[config.mk]
export PLATFORM = sky130hd
export DESIGN_NAME = int_to_int_issue_ctrl
export DESIGN_NICKNAME = d
export VERILOG_FILES = /design/src/rtl/int_to_int_issue_ctrl.sv
export SDC_FILE = /design/constraint.sdc
export NUM_CORES = 1
export LEC_CHECK = 0
export CAP_MARGIN = 20
export CORE_AREA = 4 4 215 217
export DETAILED_ROUTE_END_ITERATION = 8
export DIE_AREA = 0 0 219 221
export GPL_TIMING_DRIVEN = 0
export SLEW_MARGIN = 30
export SYNTH_ARGS = -nofsm -noshare
export SYNTH_HDL_FRONTEND = slang
export SYNTH_SLANG_ARGS = --single-unit
export TNS_END_PERCENT = 1
[constraint.sdc]
create_clock -name clk -period 2 [get_ports clk]
set_clock_uncertainty 0.05 [all_clocks]
set_input_delay 0.4 -clock clk [delete_from_list [all_inputs] [get_ports clk]]
set_output_delay 0.4 -clock clk [all_outputs]
set_load 0.05 [all_outputs]
[src/rtl/int_to_int_issue_ctrl.sv]
// Job-level issue controller for the int_to_int_array datapath: streams source
// vectors through a read / array-issue / write pipeline and signals completion.
module int_to_int_issue_ctrl #(
  parameter int ADDR_W = 6
) (
  input  logic                clk,
  input  logic                rst_n,
  input  logic                job_vld,
  output logic                job_rdy,
  input  logic [5:0]          job_cfg,
  input  logic [ADDR_W-1:0]   job_src_addr,
  input  logic [ADDR_W-1:0]   job_dst_addr,
  input  logic [ADDR_W:0]     job_len,
  output logic                src_rd_en,
  output logic [ADDR_W-1:0]   src_rd_addr,
  input  logic [127:0]        src_rd_data,
  output logic [6:0]          cru_inttoint_out,
  output logic [127:0]        dvr_inttoint_s_out,
  input  logic [127:0]        dr_inttoint_d_in,
  output logic                dst_wr_en,
  output logic [ADDR_W-1:0]   dst_wr_addr,
  output logic [127:0]        dst_wr_data,
  output logic                job_done,
  output logic                busy
);

  typedef enum logic [1:0] {IDLE, ISSUE, DRAIN, DONE} state_t;

  state_t              state;
  logic [5:0]          cfg_q;
  logic [ADDR_W-1:0]   dst_ptr;
  logic [ADDR_W:0]     rd_left;
  logic                res_vld;

  // res_vld marks the cycle in which the array's registered result belongs to a
  // real issue; it is cleared by reset so stale results are never written.
  always_ff @(posedge clk or negedge rst_n) begin
    if (!rst_n) begin
      state              <= IDLE;
      cfg_q              <= '0;
      dst_ptr            <= '0;
      rd_left            <= '0;
      res_vld            <= 1'b0;
      job_rdy            <= 1'b1;
      src_rd_en          <= 1'b0;
      src_rd_addr        <= '0;
      cru_inttoint_out   <= '0;
      dvr_inttoint_s_out <= '0;
      dst_wr_en          <= 1'b0;
      dst_wr_addr        <= '0;
      dst_wr_data        <= '0;
      job_done           <= 1'b0;
      busy               <= 1'b0;
    end else begin
      if (src_rd_en) begin
        dvr_inttoint_s_out <= src_rd_data;
        cru_inttoint_out   <= {1'b1, cfg_q};
      end else begin
        dvr_inttoint_s_out <= '0;
        cru_inttoint_out   <= '0;
      end

      res_vld <= cru_inttoint_out[6];

      if (res_vld) begin
        dst_wr_en   <= 1'b1;
        dst_wr_data <= dr_inttoint_d_in;
        dst_wr_addr <= dst_ptr;
        dst_ptr     <= dst_ptr + 1'b1;
      end else begin
        dst_wr_en <= 1'b0;
      end

      case (state)
        IDLE: begin
          if (job_vld) begin
            cfg_q   <= job_cfg;
            dst_ptr <= job_dst_addr;
            job_rdy <= 1'b0;
            busy    <= 1'b1;
            if (job_len != '0) begin
              state       <= ISSUE;
              src_rd_en   <= 1'b1;
              src_rd_addr <= job_src_addr;
              rd_left     <= job_len - 1'b1;
            end else begin
              state    <= DONE;
              job_done <= 1'b1;
            end
          end
        end
        ISSUE: begin
          if (rd_left != '0) begin
            src_rd_addr <= src_rd_addr + 1'b1;
            rd_left     <= rd_left - 1'b1;
          end else begin
            src_rd_en <= 1'b0;
            state     <= DRAIN;
          end
        end
        // The pipeline carries no bubbles, so the write with nothing behind it is the last one.
        DRAIN: begin
          if (dst_wr_en && !res_vld && !cru_inttoint_out[6] && !src_rd_en) begin
            state    <= DONE;
            job_done <= 1'b1;
          end
        end
        DONE: begin
          job_done <= 1'b0;
          busy     <= 1'b0;
          job_rdy  <= 1'b1;
          state    <= IDLE;
        end
        default: state <= IDLE;
      endcase
    end
  end

endmodule

==> impl_results.md, run 1 <==
- Peak Freq: between 500 and 600 MHz
- First-pass GRT wire length: roughly 58000 µm
- Residual DRC count: 0
- Startpoint types: register
- Critical path class: register to register
- Total Routing Usage GR: between 10% and 20%
- Core area: about 44000 µm²
- Post-layout util: a little over two fifths
- Final instance area: between 15000 and 20000 µm²
- Int Power: 12800 µW
- Largest area contributor in the netlist: dfrtp_1
- Initial antenna violation count: 4
- Syn_nets: 1051
- Netlist cell types: slightly below 50
- Wire per inst: 19.8 µm
- Ys async rst share: 100%
- Min Hold Slack: roughly 0.35 ns
- Num CTS Buffers: 36
- P_leak: 0.00814 µW
- Max incr delay on CP: ~0.40 ns
- Layout cells sized above 1: between 10% and 20%
- Syn_area_per_cell: roughly 15 µm²
- RSZ-0062 raised after global routing: true
- Mapped Area: 11100 µm²
- Crit path max-delay family: compound AO/OA/AOI/OAI gates
- Placed inst area: approximately 18000 µm²
- Crit path DAT: approximately 2.3 ns
- Antenna viol nets, final: 0
- Die ar.: just under 50000 µm²
- Slew headroom: a little under three fifths
- Drt first pass iters: 4
- Tot Pwr: about 19000 µW
- Routed wl met2: 19000 µm
- Final Wtd Congestion: between 0.8 and 0.9
- Clk pin slew, worst setup/hold paths: roughly 0.06 ns
- Sequential fraction of the synthesis area: ~68%
- CP bufs+invs: 2
- Fin cells: between 1500 and 2000
- Max Transition Viols Final: 0
- Worst-Margin Slew: around 0.67 ns
- Total number of vias: slightly above 8000
- Hold Fails Final Rpt: 0
- Highest routed layer: met5
- TritonCTS clock tree: built
- Pwr dens: 1030 nW/µm²
- VDD IR max: roughly 0.75 mV
- Clock power frac: around a third
- Worst setup EP type: register
- Vias in the first global route: 8961
- Grt ovf: 0
- Sw Ratio: between 30% and 40%
- Routed wire length: just under 40000 µm
- Final #Nets: around 1700
- Synth area leaders: dfrtp_1, mux2_2, and2_1, a21oi_1, ha_1
- Final period utilization: a little over nine tenths
- Root Buffer: clkbuf_16
- Worst skew pair latency: 0.52 ns
- Top cell type's share of synthesized area: about two thirds
- Finish-stage setup viols: 0
- Synthesized netlist cell count: about 760
- Die H: ~220 µm
- Psw: approximately 6300 µW
- Post-synth EDFFs: 0
- Port Buf Inserts: ~560
- Die X: approximately 220 µm
- Critical path required time: approximately 2.4 ns
- Worst min-delay path category: primary input to asynchronous set/reset pin
- Met3 wire len: 5050 µm
- Inst Count DP: 1917
- Number of synthesized register bits: between 300 and 400
- Slowest cell on the critical path: dfrtp_1
- Status: complete, no violations
- 1st-iter DRT viols: 304
- DP HPWL: 31100 µm
- Largest net degree at the start of global routing: 86
- Critical-path cell list: inv_2, ha_4, buf_8, mux2i_4, o2111ai_1, xnor2_1, o22ai_2, a311oi_2
- # Max-Cap Violations: 0
- Met1 wire length: between 10000 and 15000 µm
- Num rows: 77
- Yosys warning total: 0
- Area growth syn-to-layout: 66.6%
- Combinational share of power: 29.2%
- Worst-path maximum fanout: 8
- Crit path time final: 1.96 ns
- Clock Tree Buf Depth: 3
- H-tree lvl count: 2
- # fillers: roughly 4300
- Main synth FF type: dfrtp_1
- Starting Density: 25.2%
- Io pins: about 560
- Seq pwr share: a little under two fifths
- Clock Sinks: between 300 and 400
- Routed vias/inst: between 4 and 5
==> per-stage QoR <==
stage	TNS [ns]	worst slack, ns
after CTS	-0.562	-0.175
after global routing	-0.219	-0.0616
final	0	0.0401
after detailed placement	-13.16	-0.389
after floorplan	0	0.00347
after global placement	-3934.91	-13.06
==> sequential cells by signal, summed over array words and instances, names as in the netlist <==
| name | count |
|---|---|
| busy | 1 |
| cfg_q | 6 |
| cru_inttoint_out | 7 |
| dst_ptr | 6 |
| dst_wr_addr | 6 |
| dst_wr_data | 128 |
| dst_wr_en | 1 |
| dvr_inttoint_s_out | 128 |
| job_done | 1 |
| job_rdy | 1 |
| rd_left | 7 |
| res_vld | 1 |
| src_rd_addr | 6 |
| src_rd_en | 1 |
| state | 2 |
==> worst register-to-register path: stages (launching register included) <==
cell and delay (ns):
dfrtp_1 0.40, inv_2 0.11, ha_4 0.16, buf_8 0.14, mux2i_4 0.29, o2111ai_1 0.23, xnor2_1 0.22, o22ai_2 0.09
a311oi_2 0.18
==> worst paths after layout <==
check	cells after the start	slack (ns)	to	startpoint
worst max-delay path	8	0.04	rd_left[5]$_DFFE_PN0P_	state[1]$_DFFE_PN0P_
worst min-delay path	2	0.35	dvr_inttoint_s_out[126]$_DFF_PN0_	rst_n
worst max register to register	8	0.04	rd_left[5]$_DFFE_PN0P_	state[1]$_DFFE_PN0P_
worst min register to register	0	0.35	res_vld$_DFF_PN0_	cru_inttoint_out[6]$_DFF_PN0_
max in group asynchronous	4	0.32	dst_wr_data[60]$_DFFE_PN0P_	rst_n
min in group clk	0	0.35	res_vld$_DFF_PN0_	cru_inttoint_out[6]$_DFF_PN0_
==> per-layer routing <==
layer,track usage (%),vias up
met1,16.8,4027
met5,0,-
met3,8.13,65
li1,-,3796
met2,26.8,395
met4,6.12,6
==> placed cells by master, fill, tap and decap left out, types with 7 or more instances in the layout <==
master | Yosys | routed
clkdlybuf4s50_1 | 0 | 282
buf_4 | 2 | 9
o22ai_1 | 8 | 8
dlygate4sd2_1 | 0 | 269
nand2_1 | 16 | 16
and2_1 | 135 | 135
clkinv_2 | 0 | 7
dfrtp_1 | 301 | 300
clkbuf_16 | 0 | 37
clkbuf_1 | 17 | 21
a21oi_1 | 21 | 21
nor2_1 | 10 | 10
mux2_2 | 142 | 142
clkbuf_8 | 0 | 10
buf_2 | 13 | 14
clkbuf_2 | 0 | 7
==> cell usage after synthesis (all sizes together) (3+ instances only) <==
cell type	n
xor2	4
buf	22
mux2	142
o21ai	10
dfrtp	301
nand4	4
clkbuf	17
nor3	6
nor3b	3
nand2	17
nor2	10
ha	8
and2	135
mux2i	7
o22ai	9
a21o	3
or2	4
a21oi	21
xnor2	5
inv	7
==> power by group through the flow <==
stage | Clock [µW] | Combinational (µW) | Sequential, µW
2_1_floorplan | 0 | 1760 | 9100
3_3_place_gp | 0 | 5690 | 7400
3_5_place_dp | 0 | 5750 | 7410
4_1_cts | 6520 | 5450 | 7290
5_1_grt | 6750 | 6000 | 7410
6_report | 6250 | 5600 | 7300
==> kinds of logic after synthesis <==
group	after synthesis	share of synthesized area, %
flops	302	67.9
buf+inv	46	1.97
simple gates	187	10.0
xor+xnor	9	0.708
fa+ha+maj	8	0.899
mux	149	15.0
compound gates	58	3.52
==> cell type report <==
cell class / instances / area, µm² / area share (%)
diodes: 1 / 2.50 / 0.0135
inverters: 7 / 26.3 / 0.142
clock buffers: 55 / 1090 / 5.89
plain buffers: 39 / 208 / 1.12
multi-input cells: 411 / 3430 / 18.5
clock inverters: 8 / 43.8 / 0.236
repair buffers: 575 / 5450 / 29.4
flip-flops and latches: 302 / 7560 / 40.7
well taps: 592 / 741 / 3.99
==> repair_timing <==
item | 4_1_cts | 5_1_grt
pin swaps | 0 | 2
hold buffers | 1 | 0
setup endpoints to repair | 357 | 34
hold endpoints to repair | 52 | 0
resized for setup | 301 | 19
buffers inserted | 0 | 8
No activity file was read; power rests on OpenSTA's default activity.
==> inputs of run 2 (changes only) <==
- GPL_TIMING_DRIVEN: 0 -> default
==> run 2 against run 1 <==
Final cell count fell by 0.45%; via count decreased by 0.97%; wire length decreased by 2.2%; first-iteration DRC count increased by 57%; sequential share of layout area is 0.13 points higher; die area is the same; sequential power grew 0.7%; critical endpoint unchanged; maximum frequency is 0.85% higher; clock-buffer cell count shrank 8; non-clock buffer count is 1 lower; highest routed layer unchanged.
==> impl_results.md, run 2 (synthesized netlist as in run 1, its figures left out) <==
- R2R Path Start: state[1]$_DFFE_PN0P_
- Total Routing Usage GR: 15.1% (-0.73 points)
- Total number of vias: 8209 (-0.97%)
- Critical-path cell list: inv_2, ha_4, buf_12, mux2i_4, buf_4, o2111ai_4, xnor2_2, o22ai_2, a311oi_2
- Antenna viol nets, final: 0 (unchanged)
- Largest regs: dst_wr_data: 128 flops, dvr_inttoint_s_out: 128 flops
- Initial antenna violation count: 6 (+2)
- Commonest non-fill, non-tap cell in the layout: dfrtp_1
- Port Buf Inserts: 563 (unchanged)
- Peak Freq: 515 MHz (+0.85%)
- Residual DRC count: 0 (unchanged)
- Worst skew pair latency: 0.53 ns (about the same)
- Clock Tree Buf Depth: 3 (unchanged)
- H-tree lvl count: 2 (unchanged)
- Int Power: 13000 µW (+1.3%)
- Crit path to: rd_left[5]$_DFFE_PN0P_
- Wire per inst: 19.5 µm (-1.7%)
- Die ar.: 48400 µm² (unchanged)
- Final Wtd Congestion: 0.844 (+3.4%)
- Crit path from: state[1]$_DFFE_PN0P_
- Slowest cell on the critical path: dfrtp_1
- Worst r2r path cells: 9 (+1)
- Clk pin slew, worst setup/hold paths: 0.06 ns (about the same)
- Pwr dens: 1050 nW/µm² (+1.4%)
- RSZ-0062 raised after global routing: true
- Worst min-delay path category: primary input to asynchronous set/reset pin
- Num rows: 77 (unchanged)
- Worst-Margin Slew: 0.645 ns (-0.0217 ns)
- Critical path class: register to register
- Root Buffer: clkbuf_16
- DP HPWL: 29700 µm (-4.6%)
- Max Transition Viols Final: 0 (unchanged)
- 1st-iter DRT viols: 478 (+57%)
- Combinational share of power: 29.8% (+0.6 points)
- Final #Nets: 1663 (-0.060%)
- First-pass GRT wire length: 55800 µm (-4.0%)
- P_leak: 0.00818 µW (+0.41%)
- Io pins: 564 (unchanged)
- Setup TNS: 0 ns (unchanged)
- Placed inst area: 17400 µm² (-1.1%)
- Starting Density: 25.2% (unchanged)
- CP bufs+invs: 3 (+1)
- Area growth syn-to-layout: 66.3%
- Startpoint types: register
- Crit path DAT: 2.33 ns (about the same)
- Psw: 6410 µW (+1.0%)
- Crit path time final: 1.94 ns (-0.0165 ns)
- Reg2reg setup slack: 0.06 ns (+0.02 ns)
- Die X: 219 µm (unchanged)
- Grt ovf: 0 (unchanged)
- VDD IR max: 0.683 mV (-8.8%)
- Crit path max-delay family: compound AO/OA/AOI/OAI gates
- Hold Fails Final Rpt: 0 (unchanged)
- Layout cells sized above 1: 30.3% (+11 points)
- Final period utilization: 97.2% (-0.82 points)
- Routed wire length: 38600 µm (-2.2%)
- Slew headroom: 57.0% (+1.4 points)
- Vias in the first global route: 8622 (-3.8%)
- Clock Sinks: 302 (unchanged)
- Tot Pwr: 19400 µW (+1.2%)
- Largest net degree at the start of global routing: 83 (-3.5%)
- # Max-Cap Violations: 0 (unchanged)
- Clock power frac: 32.3% (-0.3 points)
- R2r endpoint: rd_left[5]$_DFFE_PN0P_
- Die H: 221 µm (unchanged)
- Seq pwr share: 37.9% (-0.2 points)
- Crit. path cell count: 9 (+1)
- Num CTS Buffers: 36 (unchanged)
- Highest-count cells in the layout ignoring fill and taps: dfrtp_1, clkdlybuf4s50_1, buf_4
- Critical path required time: 2.39 ns (about the same)
- Max incr delay on CP: 0.39 ns (about the same)
- Finish-stage setup viols: 0 (unchanged)
- Status: complete, no violations
- TritonCTS clock tree: built
- Sw Ratio: 33.1% (-0.062 points)
- Worst-path maximum fanout: 6 (-2)
- Final instance area: 18500 µm² (-0.23%)
- # fillers: 4187 (-2.4%)
- Core area: 44100 µm² (unchanged)
- Routed vias/inst: 4.14 (-0.52%)
- Drt first pass iters: 4 (unchanged)
- Worst setup EP type: register
[run 2: cell count changes in the layout (fill, tap and decap cells not counted), sizes merged]
| cell | change |
|---|---|
| buf | +163 |
| clkinv | -2 |
| dlygate4sd2 | -136 |
| bufinv | +2 |
| clkbuf | -27 |
| clkdlybuf4s15 | -9 |
[run 2: repair_timing]
item	4_1_cts	5_1_grt
setup endpoints to repair	140	10
pin swaps	0	4
setup buffers	0	6
resized for setup	137	19
hold endpoints to repair	38	0
hold buffers	1	0
[run 2: worst min-delay path by stage]
stage	to	slack, ns	cells after the start
3_5_place_dp	dvr_inttoint_s_out[110]$_DFF_PN0_	0.32	1
6_report	dvr_inttoint_s_out[110]$_DFF_PN0_	0.33	2
5_1_grt	rd_left[6]$_DFFE_PN0P_	0.37	2
4_1_cts	src_rd_addr[0]$_DFFE_PN0P_	0.33	2
3_3_place_gp	dvr_inttoint_s_out[110]$_DFF_PN0_	0.31	1
2_1_floorplan	busy$_DFFE_PN0P_	0.05	0
[run 2: stage by stage]
step	utilization (%)	instances	setup WS (ns)	hold slack, ns
after global placement	39.5	1918	-0.312	0.312
after CTS	41.6	1974	-0.0377	0.326
after floorplan	-	759	0.00347	0.0544
final	42.0	1981	0.0565	0.334
after detailed placement	39.5	1918	-0.326	0.318
after global routing	42.0	1981	-0.0350	0.367
[run 2: worst register-to-register path, delay by kind of cell (launching register included)]
kind                     cells  cell delay [ns]
buffers and inverters        3             0.40
adder cells (fa/ha/maj)      1             0.15
multiplexers                 1             0.25
AO/OA/AOI/OAI                3             0.42
XOR/XNOR                     1             0.20
flip-flops                   1             0.39
[run 2: layout make-up]
type / count / area (µm²) / share of cell area, %
Multi-Input combinational cell: 411 / 3480 / 18.8
Clock buffer: 47 / 1000 / 5.42
Sequential cell: 302 / 7570 / 40.9
Tap cell: 592 / 741 / 4.00
Antenna cell: 1 / 2.50 / 0.0135
Inverter: 7 / 26.3 / 0.142
Timing Repair Buffer: 613 / 5590 / 30.2
Clock inverter: 8 / 97.6 / 0.527
[run 2: power by group through the flow]
stage               clock network (µW)  logic, µW  registers (µW)
finish                            6250       5780            7350
global route                      6730       6190            7440
CTS                               6520       5630            7330
detailed placement                   0       5750            7440
global placement                     0       5700            7420
floorplan                            0       1760            9100
[run 2: layer usage]
layer / wire [µm] / vias to the layer above / global-route usage [%]
met5: 51 / - / 0
met4: 891 / 8 / 4.26
met3: 4630 / 61 / 7.38
met2: 18900 / 398 / 25.9
met1: 14100 / 3957 / 16.6
li1: - / 3785 / -
==> inputs of run 3 (changes only) <==
- ABC_CLOCK_PERIOD_IN_PS: default -> 2000
- RECOVER_POWER: default -> 100
==> run 3 against run 2 <==
Power is 0.13% lower; sequential share of layout area is 0.16 points higher; final area is 0.45% lower; via count is 0.49% higher; worst hold slack worse by 0.0091 ns; die area stayed put; core utilization is 0.19 points lower; final cell count stayed put; wire length hardly changed; first-iteration DRC count is 10% lower.
==> impl_results.md, run 3 (synthesized netlist as in run 1, its figures left out) <==
- RSZ-0062 raised after global routing: true
- Io pins: 564 (unchanged)
- Critical-path cell list: inv_2, ha_4, buf_12, mux2i_4, buf_4, o2111ai_4, xnor2_2, o22ai_2, a311oi_2
- Total number of vias: 8249 (+0.49%)
- Startpoint types: register
- Busiest layer in global routing: met2
- Vias in the first global route: 8622 (unchanged)
- Slew headroom: 38.3% (-19 points)
- Clk pin slew, worst setup/hold paths: 0.06 ns (about the same)
- Worst r2r path cells: 9 (unchanged)
- Die ar.: 48400 µm² (unchanged)
- Clock Sinks: 302 (unchanged)
- Slowest cell on the critical path: dfrtp_1
- Worst setup EP type: register
- FF/Latch Area: 7560 µm² (about the same)
- P_leak: 0.00813 µW (-0.61%)
- Largest net degree at the start of global routing: 83 (unchanged)
- R2R Path Start: state[1]$_DFFE_PN0P_
- Final #Nets: 1663 (unchanged)
- Final period utilization: 97.2% (about the same)
- Routed wire length: 38500 µm (about the same)
- Worst skew pair latency: 0.53 ns (about the same)
- Residual DRC count: 0 (unchanged)
- Crit path time final: 1.94 ns (+0.00148 ns)
- Area growth syn-to-layout: 65.5%
- Clock Tree Buf Depth: 3 (unchanged)
- Met3 Use GR: 7.38% (unchanged)
- Antenna viol nets, final: 0 (unchanged)
- Port Buf Inserts: 563 (unchanged)
- Hold Fails Final Rpt: 0 (unchanged)
- Max Transition Viols Final: 0 (unchanged)
- Final Wtd Congestion: 0.844 (unchanged)
- R2r endpoint: rd_left[5]$_DFFE_PN0P_
- Starting Density: 25.2% (unchanged)
- # Max-Cap Violations: 0 (unchanged)
- 1st-iter DRT viols: 428 (-10%)
- Max incr delay on CP: 0.39 ns (about the same)
- Highest-count cells in the layout ignoring fill and taps: dfrtp_1, clkdlybuf4s50_1, buf_4
- Fin cells: 1981 (unchanged)
- Peak Freq: 514 MHz (about the same)
- Root Buffer: clkbuf_16
- Layout cells sized above 1: 29.8% (-0.43 points)
- Initial antenna violation count: 6 (unchanged)
- VDD IR max: 0.683 mV (about the same)
- Num rows: 77 (unchanged)
- Critical path class: register to register
- H-tree lvl count: 2 (unchanged)
- Pwr dens: 1050 nW/µm² (+0.31%)
- Worst-Margin Slew: 0.925 ns (+0.280 ns)
- Worst-path maximum fanout: 6 (unchanged)
- Wire per inst: 19.4 µm (about the same)
- Status: complete, no violations
- Die X: 219 µm (unchanged)
- Min Hold Slack: 0.325 ns (-0.00912 ns)
- DP HPWL: 29700 µm (unchanged)
- Die H: 221 µm (unchanged)
- First-pass GRT wire length: 55800 µm (unchanged)
- Critical path required time: 2.39 ns (about the same)
- Routing usage on met1: 16.6% (unchanged)
- Grt ovf: 0 (unchanged)
- Num CTS Buffers: 36 (unchanged)
- Drt first pass iters: 4 (unchanged)
- Total Routing Usage GR: 15.1% (unchanged)
- Multi-input gate area: 3480 µm² (unchanged)
- Routed vias/inst: 4.16 (+0.49%)
- Finish-stage setup viols: 0 (unchanged)
- Inst Count DP: 1918 (unchanged)
- Commonest non-fill, non-tap cell in the layout: dfrtp_1
- Core area: 44100 µm² (unchanged)
- # fillers: 4198 (+0.26%)
- TritonCTS clock tree: built
- Worst min-delay path category: primary input to asynchronous set/reset pin
- Reg2reg setup slack: 0.06 ns (about the same)
- Largest regs: dst_wr_data: 128 flops, dvr_inttoint_s_out: 128 flops
- Met2 usage: 25.9% (unchanged)
- Crit path DAT: 2.33 ns (about the same)
## run 3: stage by stage
stage	power, µW	area, µm²	setup TNS, ns	util (%)	setup slack [ns]
2_1_floorplan	10900	11100	0	-	0.00347
5_1_grt	20300	18400	-0.0771	41.8	-0.0350
3_3_place_gp	13100	17400	-3.22	39.5	-0.312
6_report	19400	18400	0	41.8	0.0551
3_5_place_dp	13200	17400	-3.57	39.5	-0.326
4_1_cts	19500	18400	-0.0624	41.6	-0.0377
## run 3: how the worst max path moves through the flow
stage                    startpoint                      to  depth (start not counted)
5_1_grt        state[0]$_DFFE_PN0P_  rd_left[6]$_DFFE_PN0P_                          8
3_3_place_gp             job_len[6]  rd_left[6]$_DFFE_PN0P_                          8
3_5_place_dp             job_len[6]  rd_left[5]$_DFFE_PN0P_                          7
2_1_floorplan  state[1]$_DFFE_PN0P_  rd_left[4]$_DFFE_PN0P_                          8
6_report       state[1]$_DFFE_PN0P_  rd_left[5]$_DFFE_PN0P_                          9
4_1_cts        state[0]$_DFFE_PN0P_  rd_left[5]$_DFFE_PN0P_                          7
## run 3: power breakdown
part	internal, µW	switching [µW]
logic	2350	3400
clock network	3760	2500
registers	6840	510
total	13000	6410
## run 3: final cells by class
| type | count | share of cell area (%) |
|---|---|---|
| clock inverters | 8 | 0.530 |
| well taps | 592 | 4.02 |
| diodes | 1 | 0.0136 |
| clock buffers | 47 | 5.45 |
| multi-input cells | 411 | 18.9 |
| repair buffers | 613 | 29.9 |
| inverters | 7 | 0.143 |
| flip-flops and latches | 302 | 41.0 |
## run 3: worst max-delay path, delay by kind of cell (launching register included)
| kind | cells | cell delay, ns |
|---|---|---|
| xor gates and xnor gates | 1 | 0.20 |
| muxes | 1 | 0.25 |
| adders and majority gates | 1 | 0.15 |
| AOI/OAI and AO/OA | 3 | 0.42 |
| buffers and inverters | 3 | 0.40 |
| DFF | 1 | 0.39 |
## run 3: what timing repair did
item / 4_1_cts / 5_1_grt
hold buffers: 1 / 0
pin swaps: 0 / 4
endpoints found under the hold margin: 38 / 0
setup buffers: 0 / 6
setup endpoints to repair: 140 / 10
gates resized for setup: 137 / 19
## run 3: metal layers
metal  wire [µm]  share of wire (%)  up-vias
met4         914                2.4        8
met5          51               0.13        -
met3        4670                 12       64
met1       13900                 36     3982
met2       18900                 49      408
li1            -                  -     3787
